**config.mk**
```make
export PLATFORM = sky130hd
export DESIGN_NAME = ext_pwr_gate_ctrl
export DESIGN_NICKNAME = d
export VERILOG_FILES = /design/src/rtl/ext_pwr_gate_ctrl.sv
export SDC_FILE = /design/constraint.sdc
export NUM_CORES = 1
export LEC_CHECK = 0
export CAP_MARGIN = 20
export CORE_UTILIZATION = 41
export CTS_BUF_LIST = sky130_fd_sc_hd__clkbuf_8
export DETAILED_ROUTE_END_ITERATION = 6
export DONT_BUFFER_PORTS = 1
export SLEW_MARGIN = 5
export SYNTH_ARGS = -nofsm -noshare
export SYNTH_HDL_FRONTEND = slang
export SYNTH_SLANG_ARGS = --single-unit
```
**constraint.sdc**
```tcl
create_clock -name clk_i -period 2.3 [get_ports clk_i]
set_clock_uncertainty 0.15 [all_clocks]
set_input_delay 0.575 -clock clk_i [delete_from_list [all_inputs] [get_ports clk_i]]
set_output_delay 0.575 -clock clk_i [all_outputs]
set_load 0.005 [all_outputs]
```
**src/rtl/ext_pwr_gate_ctrl.sv**
```systemverilog
// Power-gate sequencer for one external domain: orders switch, isolation and
// domain reset, waiting on the synchronised switch-cell acknowledge.
module ext_pwr_gate_ctrl #(
    parameter int ISO_SETTLE  = 2,
    parameter int ACK_TIMEOUT = 64
) (
    input  logic       clk_i,
    input  logic       rst_ni,
    input  logic       target_on_i,
    output logic       switch_o,
    input  logic       switch_ack_i,
    output logic       iso_o,
    output logic       dom_rst_no,
    output logic       busy_o,
    output logic       done_o,
    output logic       err_o,
    input  logic       err_clr_i,
    output logic [2:0] state_o
);

    localparam int SCW = $clog2(ISO_SETTLE + 1);
    localparam int TCW = $clog2(ACK_TIMEOUT + 1);
    localparam logic [SCW-1:0] SETTLE_LAST = SCW'(ISO_SETTLE - 1);
    localparam logic [TCW-1:0] TMO_MAX     = TCW'(ACK_TIMEOUT);

    typedef enum logic [2:0] {
        ST_ON      = 3'd0,
        ST_ISO     = 3'd1,
        ST_RST     = 3'd2,
        ST_SW_OFF  = 3'd3,
        ST_OFF     = 3'd4,
        ST_SW_ON   = 3'd5,
        ST_SETTLE  = 3'd6,
        ST_RST_REL = 3'd7
    } state_e;

    state_e         state_q, state_d;
    logic [SCW-1:0] settle_q, settle_d;
    logic [TCW-1:0] tmo_q, tmo_d;
    logic           ack_meta_q, ack_s_q;
    logic           err_q, err_d;
    logic           done_q, done_d;
    logic           busy_q, busy_d;
    logic           switch_q, switch_d;
    logic           iso_q, iso_d;
    logic           dom_rst_q, dom_rst_d;
    logic           err_set;

    always_comb begin
        state_d  = state_q;
        settle_d = settle_q;
        tmo_d    = tmo_q;
        case (state_q)
            ST_ON: begin
                if (!target_on_i) begin
                    state_d  = ST_ISO;
                    settle_d = '0;
                end
            end
            ST_ISO: begin
                if (settle_q == SETTLE_LAST) state_d = ST_RST;
                else                         settle_d = settle_q + 1'b1;
            end
            ST_RST: begin
                state_d = ST_SW_OFF;
                tmo_d   = '0;
            end
            ST_SW_OFF: begin
                if (!ack_s_q)              state_d = ST_OFF;
                else if (tmo_q != TMO_MAX) tmo_d   = tmo_q + 1'b1;
            end
            ST_OFF: begin
                if (target_on_i) begin
                    state_d = ST_SW_ON;
                    tmo_d   = '0;
                end
            end
            ST_SW_ON: begin
                if (ack_s_q) begin
                    state_d  = ST_SETTLE;
                    settle_d = '0;
                end else if (tmo_q != TMO_MAX) begin
                    tmo_d = tmo_q + 1'b1;
                end
            end
            ST_SETTLE: begin
                if (settle_q == SETTLE_LAST) state_d = ST_RST_REL;
                else                         settle_d = settle_q + 1'b1;
            end
            ST_RST_REL: state_d = ST_ON;
            default:    state_d = ST_ON;
        endcase

        // Error is raised on the cycle the wait counter first hits its limit; it outranks a clear.
        err_set = (tmo_d == TMO_MAX) && (tmo_q != TMO_MAX);
        if (err_set)        err_d = 1'b1;
        else if (err_clr_i) err_d = 1'b0;
        else                err_d = err_q;

        done_d = ((state_q == ST_SW_OFF) && (state_d == ST_OFF)) ||
                 ((state_q == ST_RST_REL) && (state_d == ST_ON));
        busy_d = !((state_d == ST_ON) || (state_d == ST_OFF));

        switch_d  = !((state_d == ST_SW_OFF) || (state_d == ST_OFF));
        iso_d     = (state_d != ST_ON);
        dom_rst_d = (state_d == ST_ON) || (state_d == ST_ISO) || (state_d == ST_RST_REL);
    end

    always_ff @(posedge clk_i or negedge rst_ni) begin
        if (!rst_ni) begin
            state_q    <= ST_ON;
            settle_q   <= '0;
            tmo_q      <= '0;
            ack_meta_q <= 1'b1;
            ack_s_q    <= 1'b1;
            err_q      <= 1'b0;
            done_q     <= 1'b0;
            busy_q     <= 1'b0;
            switch_q   <= 1'b1;
            iso_q      <= 1'b0;
            dom_rst_q  <= 1'b0;
        end else begin
            state_q    <= state_d;
            settle_q   <= settle_d;
            tmo_q      <= tmo_d;
            ack_meta_q <= switch_ack_i;
            ack_s_q    <= ack_meta_q;
            err_q      <= err_d;
            done_q     <= done_d;
            busy_q     <= busy_d;
            switch_q   <= switch_d;
            iso_q      <= iso_d;
            dom_rst_q  <= dom_rst_d;
        end
    end

    assign switch_o   = switch_q;
    assign iso_o      = iso_q;
    assign dom_rst_no = dom_rst_q;
    assign busy_o     = busy_q;
    assign done_o     = done_q;
    assign err_o      = err_q;
    assign state_o    = state_q;

endmodule

```
==> results.sh <==
export IMPL_ys_seq_elements=20
export IMPL_start_kind="flop"
export IMPL_setup_ws_ns=0.104
export IMPL_syn_area_um2=1190
export IMPL_grt_antenna_before_repair=0
export IMPL_start_util=0.432
export IMPL_timing_reg2reg_setup_slack_ns=0.10
export IMPL_port_buffers=0
export IMPL_hold_viol=0
export IMPL_yosys_top_cells_area="dfrtp_1, dfstp_2, nand2_1"
export IMPL_setup_viol=0
export IMPL_drt_total_wl_um=2320
export IMPL_ctsHtreeMaxLevel=1
export IMPL_clk_pin_slew_ns=0.07
export IMPL_synth_top_cell_by_area="dfrtp_1"
export IMPL_area_growth_pct=8.71
export IMPL_vias_per_cell=5.91
export IMPL_crit_start="state_o[2]"
export IMPL_antennaDiodeCount=0
export IMPL_worstMarginPinSlew_ns=0.874
export IMPL_fmax_mhz=455
export IMPL_hpwl_um=1760
export IMPL_die_w_um=55.9
export IMPL_grt_pass1_wl_um=3800
export IMPL_maxSlewViolCount=0
export IMPL_crit_arrival_ns=2.24
export IMPL_track_usage=0.158
export IMPL_drv_cap=0
export IMPL_vdd_drop_max_v=0.000655
export IMPL_r2r_start="state_o[2]"
export IMPL_r2r_end="err_o"
export IMPL_syn_instance_count=125
export IMPL_p_leak_nw=0.560
export IMPL_crit_end="err_o"
export IMPL_gr_total_overflow=0
export IMPL_vias=945
export IMPL_detail_route_antenna_nets=0
export IMPL_synthArstFlopShare=1.00
export IMPL_rsz0062_at_grt="no"
export IMPL_drive_gt1_frac=0.186
export IMPL_core_area_um2=2760
export IMPL_period_share=0.955
export IMPL_cp_cell_sequence="nor4bb_4 -> a31oi_2 -> nor2_1 -> a221o_1 -> nor4b_2 -> a41o_1"
export IMPL_cts_max_path_buffers=2
export IMPL_drt_wirelength_per_cell_um=14.5
export IMPL_dp_slack_ns=0.118
export IMPL_endpoint_kind="flop"
export IMPL_dpl_cell_area_um2=1230
export IMPL_grt_max_degree=21
export IMPL_cts_sinks=20
export IMPL_cts_tree="yes"
export IMPL_ys_flop_type="dfrtp_1"
export IMPL_crit_type="flop to flop"
export IMPL_power_density_nw_per_um2=1310
export IMPL_num_rows=19
export IMPL_slew_headroom=0.415
export IMPL_fp_dieH_um=55.9
export IMPL_yosysUniqueCellTypes=44
export IMPL_ys_seq_area_frac=0.423
export IMPL_first_pass_iters=4
export IMPL_r2r_cells=6
export IMPL_final_setup_tns_ns=0
export IMPL_synth_top_area_frac=0.357
export IMPL_clock_root_buffer="clkbuf_8"
export IMPL_ys_warn_count=0
export IMPL_insertion_delay_ns=0.25
export IMPL_die_area_um2=3130
export IMPL_io_pins=14
export IMPL_holdWs_ns=0.163
export IMPL_synth_edf_count=0
export IMPL_required_ns=2.34
export IMPL_crit_path_top_delay_cell="dfrtp_1"
export IMPL_fillers=267
export IMPL_cts_buffers=3
export IMPL_hp_class="primary input to flop"
export IMPL_layout_commonest_cell="dfrtp_1"
export IMPL_place_gp_congestion=0.875
export IMPL_stdcell_area_um2=1300
export IMPL_first_global_vias=834
export IMPL_period_needed_ns=2.20
export IMPL_drtIter0Drc=48
export IMPL_syn_avg_cell_area_um2=9.54
export IMPL_status="finished, final reports clean"
export IMPL_final_nets=138
export IMPL_final_cell_mix="dfrtp_1, nand2_1, nor2_1, o21ai_0, nor2b_1"
export IMPL_crit_fanout=7
export IMPL_remaining_drc_errors=0
export IMPL_post_route_util=0.470
export IMPL_syn_num_nets=133
export IMPL_max_stage_delay_ns=0.51
[timing repair]
item	4_1_cts	5_1_grt
buffers inserted	0	0
endpoints found under the setup margin	0	1
hold endpoints to repair	20	0
resized for setup	0	1
hold buffers	1	0
[cells in the mapped netlist (2+ instances only)]
cell type  count
nand2_1       13
buf_6          2
o31ai_1        2
nand3_1        4
dfstp_2        3
o22ai_1        2
nor2b_1        7
a221o_1        3
and3_1         2
nor2_1        11
a22oi_1        2
inv_1          6
nand2b_1       5
o211ai_1       2
ha_1           3
clkbuf_1       2
dfrtp_1       17
o21ai_0        9
a21oi_1        4
a22o_1         2
[area by class of cell]
type,count,area [µm²],share of cell area
clock buffers,4,55.1,0.0425
inverters,7,26.3,0.0203
multi-input cells,93,632,0.487
flip-flops and latches,20,504,0.389
well taps,31,38.8,0.0299
repair buffers,5,40.0,0.0309
[metrics by stage]
step / power [mW] / std cells
floorplan: 1.26 / 125
global placement: 1.40 / 155
detailed placement: 1.42 / 155
CTS: 1.70 / 160
global route: 1.83 / 160
finish: 1.69 / 160
[metal layers]
layer  global-route usage  routed length [µm]  up-vias
li1                     -                   -      459
met1                0.218                1160      451
met2                0.229                 984       31
met3               0.0651                 145        4
met4               0.0418                  24        0
met5                    0                   0        -
[critical path: cells and delay by family, from the launching register on]
family             cells  cell delay [ns]
AOI/OAI and AO/OA      3             0.83
and+or+nand+nor        3             0.64
DFF                    1             0.51
[worst min-delay path by stage]
stage / from / endpoint / cells after the start
CTS: switch_ack_i / ack_meta_q / 0
detailed placement: rst_ni / iso_o / 0
floorplan: rst_ni / busy_o / 0
global route: switch_ack_i / ack_meta_q / 0
finish: switch_ack_i / ack_meta_q / 0
global placement: rst_ni / iso_o / 0
[flip-flops by register name, summed over array words and instances (netlist names)]
| name | cells |
|---|---|
| tmo_q | 7 |
| ack_meta_q | 1 |
| iso_o | 1 |
| err_o | 1 |
| settle_q | 2 |
| ack_s_q | 1 |
| dom_rst_no | 1 |
| busy_o | 1 |
| done_o | 1 |
| state_o | 3 |
| switch_o | 1 |
[cells by family after synthesis]
logic type               share of synthesized area
buffers and inverters                       0.0514
multiplexers                               0.00944
flip-flops                                   0.423
AND/OR/NAND/NOR                              0.257
AO/OA/AOI/OAI                                0.220
XOR/XNOR                                   0.00735
adder cells (fa/ha/maj)                     0.0315
[power breakdown]
part / switching (mW) / leakage, nW / internal, mW
clock: 0.107 / 0.0288 / 0.152
sequential: 0.143 / 0.248 / 0.471
combinational: 0.450 / 0.283 / 0.370
No activity file was read; power rests on OpenSTA's default activity.
